--- config.mk ---
export PLATFORM = sky130hd
export DESIGN_NAME = wb_commit
export DESIGN_NICKNAME = d
export VERILOG_FILES = /design/src/rtl/wb_commit.sv
export SDC_FILE = /design/constraint.sdc
export NUM_CORES = 1
export LEC_CHECK = 0
export CAP_MARGIN = 20
export CORE_AREA = 2 2 206 127
export CTS_CLUSTER_DIAMETER = 100
export DETAILED_ROUTE_END_ITERATION = 16
export DIE_AREA = 0 0 208 129
export GPL_TIMING_DRIVEN = 1
export PLACE_DENSITY = 0.86
export SKIP_LAST_GASP = 1
export SLEW_MARGIN = 25
export SYNTH_ARGS = -nofsm -noshare
export SYNTH_HDL_FRONTEND = slang
export SYNTH_SLANG_ARGS = --single-unit
--- constraint.sdc ---
create_clock -name clk -period 5.6 [get_ports clk]
set_clock_uncertainty 0.05 [all_clocks]
set_input_delay 0.56 -clock clk [delete_from_list [all_inputs] [get_ports clk]]
set_output_delay 0.56 -clock clk [all_outputs]
set_load 0.01 [all_outputs]
--- src/rtl/wb_commit.sv ---
// wb_commit: writeback/commit stage.
// Formats load data, commits register-file writes, and runs a masked CSR
// read-modify-write through a small FSM that holds off the pipeline while
// the CSR access is in flight. Also drives the difftest trace and a
// retired-instruction counter. Every output is a register.
//
// Handshake: an instruction is taken on a rising edge where
// in_valid & in_ready are both high. in_ready is high only while the FSM is
// IDLE. Inputs offered while in_ready is low are ignored, not queued.
module wb_commit #(
  parameter int RETIRE_W = 32
) (
  input  logic                clk,
  input  logic                rst_n,
  input  logic                in_valid,
  output logic                in_ready,
  input  logic [31:0]         in_pc,
  input  logic [3:0]          in_op_type,
  input  logic [7:0]          in_op,
  input  logic [31:0]         in_exe_out,
  input  logic [31:0]         in_rdata,
  input  logic [1:0]          in_mm_access_sz,
  input  logic [4:0]          in_reg_d,
  input  logic                in_reg_d_wen,
  input  logic [13:0]         in_csr_addr,
  input  logic [31:0]         in_csr_wdata,
  input  logic [31:0]         in_csr_wmask,
  output logic                csr_re,
  output logic [13:0]         csr_raddr,
  input  logic [31:0]         csr_rdata,
  output logic                csr_we,
  output logic [13:0]         csr_waddr,
  output logic [31:0]         csr_wdata,
  output logic                rf_we,
  output logic [4:0]          rf_waddr,
  output logic [31:0]         rf_wdata,
  output logic [31:0]         debug_wb_pc,
  output logic [3:0]          debug_wb_rf_we,
  output logic [4:0]          debug_wb_rf_wnum,
  output logic [31:0]         debug_wb_rf_wdata,
  output logic [RETIRE_W-1:0] retire_cnt,
  output logic [1:0]          debug_state
);

  typedef enum logic [1:0] {
    IDLE   = 2'd0,
    CSR_RD = 2'd1,
    CSR_WR = 2'd2
  } state_t;

  localparam logic [3:0] OP_LOAD = 4'd1;
  localparam logic [3:0] OP_CSR  = 4'd4;

  state_t state;
  state_t state_nx;

  logic        accept;
  logic        in_is_csr;
  logic        in_is_load;

  // CSR instruction held for the duration of the read-modify-write
  logic [13:0] lat_csr_addr;
  logic [31:0] lat_csr_wdata;
  logic [31:0] lat_csr_wmask;
  logic [31:0] lat_pc;
  logic [4:0]  lat_reg_d;
  logic        lat_reg_d_wen;

  // Next-cycle commit information produced by the FSM logic
  logic        commit;
  logic [4:0]  commit_reg_d;
  logic        commit_wen;
  logic [31:0] commit_wdata;
  logic [31:0] commit_pc;
  logic        csr_re_nx;
  logic        csr_we_nx;
  logic [31:0] csr_merge;

  // Load formatting intermediates
  logic [7:0]  byte_sel;
  logic [15:0] half_sel;
  logic [31:0] load_data;

  // op[7:1] carry nothing this stage needs
  logic        unused_op_bits;
  assign unused_op_bits = ^in_op[7:1];

  assign accept     = in_valid & in_ready;
  assign in_is_csr  = (in_op_type == OP_CSR);
  assign in_is_load = (in_op_type == OP_LOAD);

  // Load formatting: select the addressed lane, then sign- or zero-extend
  always_comb begin
    byte_sel  = 8'h00;
    half_sel  = 16'h0000;
    load_data = 32'h0000_0000;
    case (in_exe_out[1:0])
      2'd0:    byte_sel = in_rdata[7:0];
      2'd1:    byte_sel = in_rdata[15:8];
      2'd2:    byte_sel = in_rdata[23:16];
      default: byte_sel = in_rdata[31:24];
    endcase
    // Halfword loads are naturally aligned, so only address bit 1 matters
    half_sel = in_exe_out[1] ? in_rdata[31:16] : in_rdata[15:0];
    case (in_mm_access_sz)
      2'd0:    load_data = in_op[0] ? {24'h000000, byte_sel}
                                    : {{24{byte_sel[7]}}, byte_sel};
      2'd1:    load_data = in_op[0] ? {16'h0000, half_sel}
                                    : {{16{half_sel[15]}}, half_sel};
      default: load_data = in_rdata;
    endcase
  end

  // Masked merge of the old CSR value (on csr_rdata in the second CSR_RD cycle)
  assign csr_merge = (csr_rdata & ~lat_csr_wmask) | (lat_csr_wdata & lat_csr_wmask);

  // Next-state and next-output logic for the commit FSM
  always_comb begin
    state_nx     = state;
    commit       = 1'b0;
    commit_reg_d = in_reg_d;
    commit_wen   = in_reg_d_wen;
    commit_wdata = in_exe_out;
    commit_pc    = in_pc;
    csr_re_nx    = 1'b0;
    csr_we_nx    = 1'b0;
    case (state)
      IDLE: begin
        if (accept) begin
          if (in_is_csr) begin
            // Issue the CSR read; the commit happens once the old value is back
            state_nx  = CSR_RD;
            csr_re_nx = 1'b1;
          end else begin
            commit       = 1'b1;
            commit_wdata = in_is_load ? load_data : in_exe_out;
          end
        end
      end
      CSR_RD: begin
        // First CSR_RD cycle has csr_re high; read data is valid in the next one
        if (!csr_re) begin
          state_nx     = CSR_WR;
          commit       = 1'b1;
          csr_we_nx    = (lat_csr_wmask != 32'h0000_0000);
          commit_reg_d = lat_reg_d;
          commit_wen   = lat_reg_d_wen;
          commit_wdata = csr_rdata;
          commit_pc    = lat_pc;
        end
      end
      CSR_WR: begin
        // Write strobes are visible in this cycle; pipeline is released next
        state_nx = IDLE;
      end
      default: begin
        state_nx = IDLE;
      end
    endcase
  end

  // FSM state register
  always_ff @(posedge clk) begin
    if (!rst_n) begin
      state <= IDLE;
    end else begin
      state <= state_nx;
    end
  end

  // Capture a CSR instruction when it is accepted
  always_ff @(posedge clk) begin
    if (!rst_n) begin
      lat_csr_addr  <= 14'h0000;
      lat_csr_wdata <= 32'h0000_0000;
      lat_csr_wmask <= 32'h0000_0000;
      lat_pc        <= 32'h0000_0000;
      lat_reg_d     <= 5'd0;
      lat_reg_d_wen <= 1'b0;
    end else if (state == IDLE && accept && in_is_csr) begin
      lat_csr_addr  <= in_csr_addr;
      lat_csr_wdata <= in_csr_wdata;
      lat_csr_wmask <= in_csr_wmask;
      lat_pc        <= in_pc;
      lat_reg_d     <= in_reg_d;
      lat_reg_d_wen <= in_reg_d_wen;
    end
  end

  // Handshake and CSR port registers
  always_ff @(posedge clk) begin
    if (!rst_n) begin
      in_ready  <= 1'b1;
      csr_re    <= 1'b0;
      csr_raddr <= 14'h0000;
      csr_we    <= 1'b0;
      csr_waddr <= 14'h0000;
      csr_wdata <= 32'h0000_0000;
    end else begin
      in_ready <= (state_nx == IDLE);
      csr_re   <= csr_re_nx;
      csr_we   <= csr_we_nx;
      if (csr_re_nx) begin
        csr_raddr <= in_csr_addr;
      end
      if (csr_we_nx) begin
        csr_waddr <= lat_csr_addr;
        csr_wdata <= csr_merge;
      end
    end
  end

  // Register-file write port, trace PC and retire counter
  always_ff @(posedge clk) begin
    if (!rst_n) begin
      rf_we       <= 1'b0;
      rf_waddr    <= 5'd0;
      rf_wdata    <= 32'h0000_0000;
      debug_wb_pc <= 32'h0000_0000;
      retire_cnt  <= '0;
    end else begin
      // x0 is hardwired to zero, so a write to it is dropped
      rf_we <= commit & commit_wen & (commit_reg_d != 5'd0);
      if (commit) begin
        rf_waddr    <= commit_reg_d;
        rf_wdata    <= commit_wdata;
        debug_wb_pc <= commit_pc;
        retire_cnt  <= retire_cnt + RETIRE_W'(1);
      end
    end
  end

  assign debug_wb_rf_we    = {4{rf_we}};
  assign debug_wb_rf_wnum  = rf_waddr;
  assign debug_wb_rf_wdata = rf_wdata;
  assign debug_state       = state;

endmodule
======== Word-level counts from Yosys, hierarchy flattened ========
Cells that the tools add are included.
cells by class
  $add $sub $neg .......................... 1
  equal/unequal tests ..................... 6
  muxes and demuxes ....................... 29
  bitwise operators ....................... 7
  reduce and logical (&&, ||, !) cells .... 8
operators with widths
  operator                                       number
  two-way mux 32 bit                             8
  one-hot mux 32 bit (2 select lines)            2
  bitwise AND 32 bit                             2
  adder 32 x 1 -> 32 bit, second input constant  1
  NOT 32 bit                                     1
  bitwise OR 32 bit                              1
  nonzero test 32 bit                            1
  one-hot mux 8 bit (3 select lines)             1
  two-way mux 16 bit                             1
  two-way mux 1 bit                              10
  two-way mux 5 bit                              2
  zero test 2 bit                                4
  == test 2 x 1 -> 1 bit, second input constant  3
  two-way mux 2 bit                              3
  nonzero test 5 bit                             1
  == test 4 x 1 -> 1 bit, second input constant  1
  == test 4 x 3 -> 1 bit, second input constant  1
  one-hot mux 2 bit (2 select lines)             1
  bitwise AND 1 bit                              3
  == test 2 bit, second input constant           1
  logical AND 1 bit                              2
  one-hot mux 1 bit (2 select lines)             1
storage, ports and cells
  register bits ........................... 283
  bits of input ports ..................... 229
  output and inout bits ................... 208

======== Longest topological paths before layout ========
  depth in word-level cells ............... 8
  mapped depth ............................ 8
  gate-level depth less buffers ........... 5

======== Least setup slack after synthesis ========
OpenSTA, ideal clock, no wires.
  kind .................................... in2reg
  start ................................... input port in_op_type[1]
  end ..................................... register rf_wdata[16], in the netlist debug_wb_rf_wdata[16]
  library setup time ...................... 0.120 ns
  data arrival time ....................... 2.088 ns
  setup slack ............................. 3.342 ns
  stages on the path ...................... 6
  path buffers ............................ 1
  cells stage by stage .................... or4b_1 nor2_1 nor3_1 clkbuf_1 a211oi_1 nor2_1
on the way
  word-level cells in the longest chain between the ends .. 5
RTL lines
  what                                 line  RTL
  start: declaration                   18    input logic [3:0] in_op_type,
  == test 4 x 1 -> 1 bit               90    assign in_is_load = (in_op_type == OP_LOAD);
  two-way mux 32 bit                   136   commit_wdata = in_is_load ? load_data : in_exe_out;
  two-way mux 32 bit                   130   if (in_is_csr) begin
  two-way mux 32 bit                   129   if (accept) begin
  one-hot mux 32 bit (2 select lines)  127   case (state)
  end signal: assignment               226   rf_wdata <= commit_wdata;
  end: declaration                     36    output logic [31:0] rf_wdata,
Parallel ways exist; a longest one is shown, timed or not.
A chain may end at the register's enable or synchronous reset.

======== Final worst setup path ========
  start ................................... register state[1], in the netlist debug_state[1]
  end ..................................... register lat_csr_wdata[5]
on the way
  word-level cells in the longest chain between the ends .. 3
RTL lines
  what                             line  RTL
  start: declaration               54    state_t state;
  start signal: assignment         167   state <= state_nx;
  zero test 2 bit                  180   end else if (state == IDLE && accept && in_is_csr) begin
  logical AND 1 bit (2 in series)  180
  end signal: assignment           182   lat_csr_wdata <= in_csr_wdata;
  end: declaration                 63    logic [31:0] lat_csr_wdata;
No other way between the ends.

==> run_results.csv <==
group,metric,value,unit
clock_network,cts_sinks,283,
synthesis,ys_ff_latch,283,
power,pwr-share-clk,40.9,%
timing,slew_headroom,33.6,%
floorplan,fp.dieW,208,µm
timing,tightest_slew,0.992,ns
floorplan,start_util,48.5,%
route,first_pass_iters,5,
synthesis,ys_types,56,
worst_setup_path,cp.arrival,3.47,ns
synthesis,synth_nets,1741,
timing,tns,0,ns
worst_setup_path,cp_max_fo,69,
run,cap_violations,0,
clock_network,clk_latency,0.55,ns
clock_network,h-tree-depth,1,
worst_setup_path,start_kind,"register",
synthesis,yosys_warnings,0,
floorplan,dieArea,26800,µm²
global_route,antenna_found_initial,6,
power,swShare,24.4,%
clock_network,cts_root_buf,"clkbuf_16",
floorplan,coreArea,24900,µm²
worst_setup_path,cp.required,6.00,ns
global_route,overflow,0,
final_layout,regArea,5670,µm²
floorplan,ios,437,
clock_network,cts_hold_buf,0,
global_route,grt_usage,31.3,%
clock_network,cts_buffers,26,
route,drc,0,
clock_network,post_cts_buffers,0,
worst_setup_path,worstPathBufferInverterCount,1,
synthesis,avgSynthCellArea,7.99,µm²
clock_network,cts_buffer_depth,3,
timing,period_share,54.8,%
route,dr_total_vias,12500,
placed_design,dp_cells,2125,
synthesis,yosys.area.top_type,"dfxtp_1",
timing,max_freq,0.326,GHz
clock_network,clk_pin_slew,0.07,ns
power,power_leakage,5.87,nW
timing,slew_viol_final,0,
final_layout,fill_cells,1946,
synthesis,synth_ff_type,"dfxtp_1",
route,wl_per_cell,20.3,µm
worst_setup_path,crit_family,"simple AND/OR/NAND/NOR gates",
power,p_int,0.00348,W
route,via_per_inst,5.72,
power,seqPwrFrac,45.9,%
worst_setup_path,crit_path_end_kind,"register",
final_layout,final_nets,2054,
timing,rsz0062_at_grt,"no",
hold_path,worst_hold_path_type,"in2reg",
synthesis,synth_edf_count,0,
timing,finalSetupViolCount,0,
worst_setup_path,crit_type,"reg2reg",
power,p_comb_share,13.2,%
placed_design,place_congestion,0.942,
global_route,grt_pass1_wl,65600,µm
worst_setup_path,path_cells,"nand4bb_1 -> or2_4 -> buf_4 -> nand2_1 -> a21oi_1",
global_route,grt_max_degree,163,
power,ir_drop,0.214,mV
worst_setup_path,critPathMaxStageDelay,0.77,ns
final_layout,multiInputGateArea,5660,µm²
synthesis,synth-seq-area-share,46.9,%
floorplan,rows,45,
synthesis,syn_area,12100,µm²
worst_setup_path,cp_slowest_cell,"or2_4",
final_layout,mostFrequentLayoutCell,"clkdlybuf4s50_1",
clock_network,cts_tree,"yes",
synthesis,synth.area.top_cells,"dfxtp_1, nand2_1, a21oi_1",
timing,fin_crit,3.07,ns
global_route,grt_pass1_vias,11200,
clock_network,cts_resized,0,
power,p_switching,0.00113,W
synthesis,async_flop_share,0,%
synthesis,synthCells,1511,
final_layout,final_cell_mix,"clkdlybuf4s50_1, nand2_1, dfxtp_1",
power,cellPowerDensity,269,nW/µm²
placed_design,port_buffers,429,
route,drt_iter0_drc,1211,
route,ant_nets,0,
timing,hold_viol,0,
route,totalWireLength,44300,µm
outcome,status,"finished clean",
floorplan,die_height,129,µm
final_layout,syn_to_final_growth,41.8,%
final_layout,instances_no_fill,2178,
placed_design,hpwl,31300,µm
final_layout,postLayoutCoreUtil,68.8,%
synthesis,synth_top_cell_area_share,46.9,%
final_layout,drive_gt1_share,4.28,%
[cells in the mapped netlist, types with 3 or more instances]
master    instances
and4_1            4
dfxtp_1         283
nor2b_1           3
inv_1            10
mux2i_1          40
a31oi_1           8
clkbuf_1        107
or4_1             4
or3_1             9
nor3b_1           7
nor4_1           13
a211oi_1         16
o211ai_1          4
buf_1             3
o21ai_0          78
nand4_1          11
o31ai_1          36
or2_2             3
nand3_1          58
buf_2             6
o21ai_1           5
xnor2_1          11
mux2_2            5
a21oi_1         162
nand2b_1          8
o21a_1            3
a221o_1          23
a311oi_1         37
nor2_1          100
buf_4            41
nor4b_1           3
nand2_1         374
nor3_1            7
[per-layer routing]
metal	track usage, %	share of wire, %	vias up
met4	8.93	2.6	0
met1	42.1	42	5867
met2	49.3	45	653
li1	-	-	5858
met3	9.18	11	78
met5	0	0	-
[worst paths after layout]
check	startpoint	to	slack, ns	cells past startpoint
hold reg to reg	lat_pc[6]	lat_pc[6]	0.40	2
setup reg to reg	debug_state[1]	lat_csr_wdata[5]	2.53	5
hold / removal	rst_n	csr_wdata[2]	0.36	3
setup / recovery	debug_state[1]	lat_csr_wdata[5]	2.53	5
[tightest hold or removal path: cells and delay by family]
family,cells,cell delay [ns]
AOI/OAI and AO/OA,1,0.06
buffers and inverters,1,0.19
and+or+nand+nor,1,0.10
[power by group through the flow]
stage          sequential, W  clock, W  combinational (W)
2_1_floorplan        0.00217         0           0.000235
3_3_place_gp         0.00216         0           0.000592
3_5_place_dp         0.00216         0           0.000600
4_1_cts              0.00212   0.00190           0.000605
5_1_grt              0.00212   0.00199           0.000647
6_report             0.00212   0.00188           0.000609
[final cells by class]
class                           count  area share (%)
Sequential cell                   283            33.1
Multi-Input combinational cell   1059            33.0
Timing Repair Buffer              443            25.8
Clock buffer                       39            4.68
Tap cell                          329            2.40
Clock inverter                      9           0.636
Inverter                           11           0.270
Antenna cell                        5          0.0731
[registers in the layout (all words and copies together) (netlist names)]
register,count
csr_raddr,14
debug_wb_rf_wnum,5
csr_we,1
debug_wb_rf_wdata,32
csr_re,1
lat_reg_d,5
rf_we,1
lat_csr_wdata,32
retire_cnt,32
lat_csr_addr,14
lat_csr_wmask,32
csr_waddr,14
lat_reg_d_wen,1
debug_state,2
lat_pc,32
csr_wdata,32
debug_wb_pc,32
in_ready,1
[logic make-up (layout without fill, tap and decap cells)]
kind of cell / count (synthesis) / after routing / share of synthesized area, %
compound gates: 381 / 381 / 19.4
xor+xnor: 13 / 13 / 0.943
fa+ha+maj: 1 / 1 / 0.104
buf+inv: 169 / 502 / 6.65
flops: 283 / 283 / 46.9
mux: 45 / 45 / 3.78
other cells: 0 / 5 / 0
simple gates: 619 / 619 / 22.2
[through the flow]
step,hold WS [ns],area (µm²),setup slack [ns],total power [W]
6_report,0.361,17100,2.53,0.00461
5_1_grt,0.344,17100,2.36,0.00475
4_1_cts,0.347,17100,2.61,0.00462
3_5_place_dp,0.397,16200,2.16,0.00276
3_3_place_gp,0.391,16200,2.22,0.00275
2_1_floorplan,0.386,12100,3.34,0.00240
(Power assumes the default switching activity.)
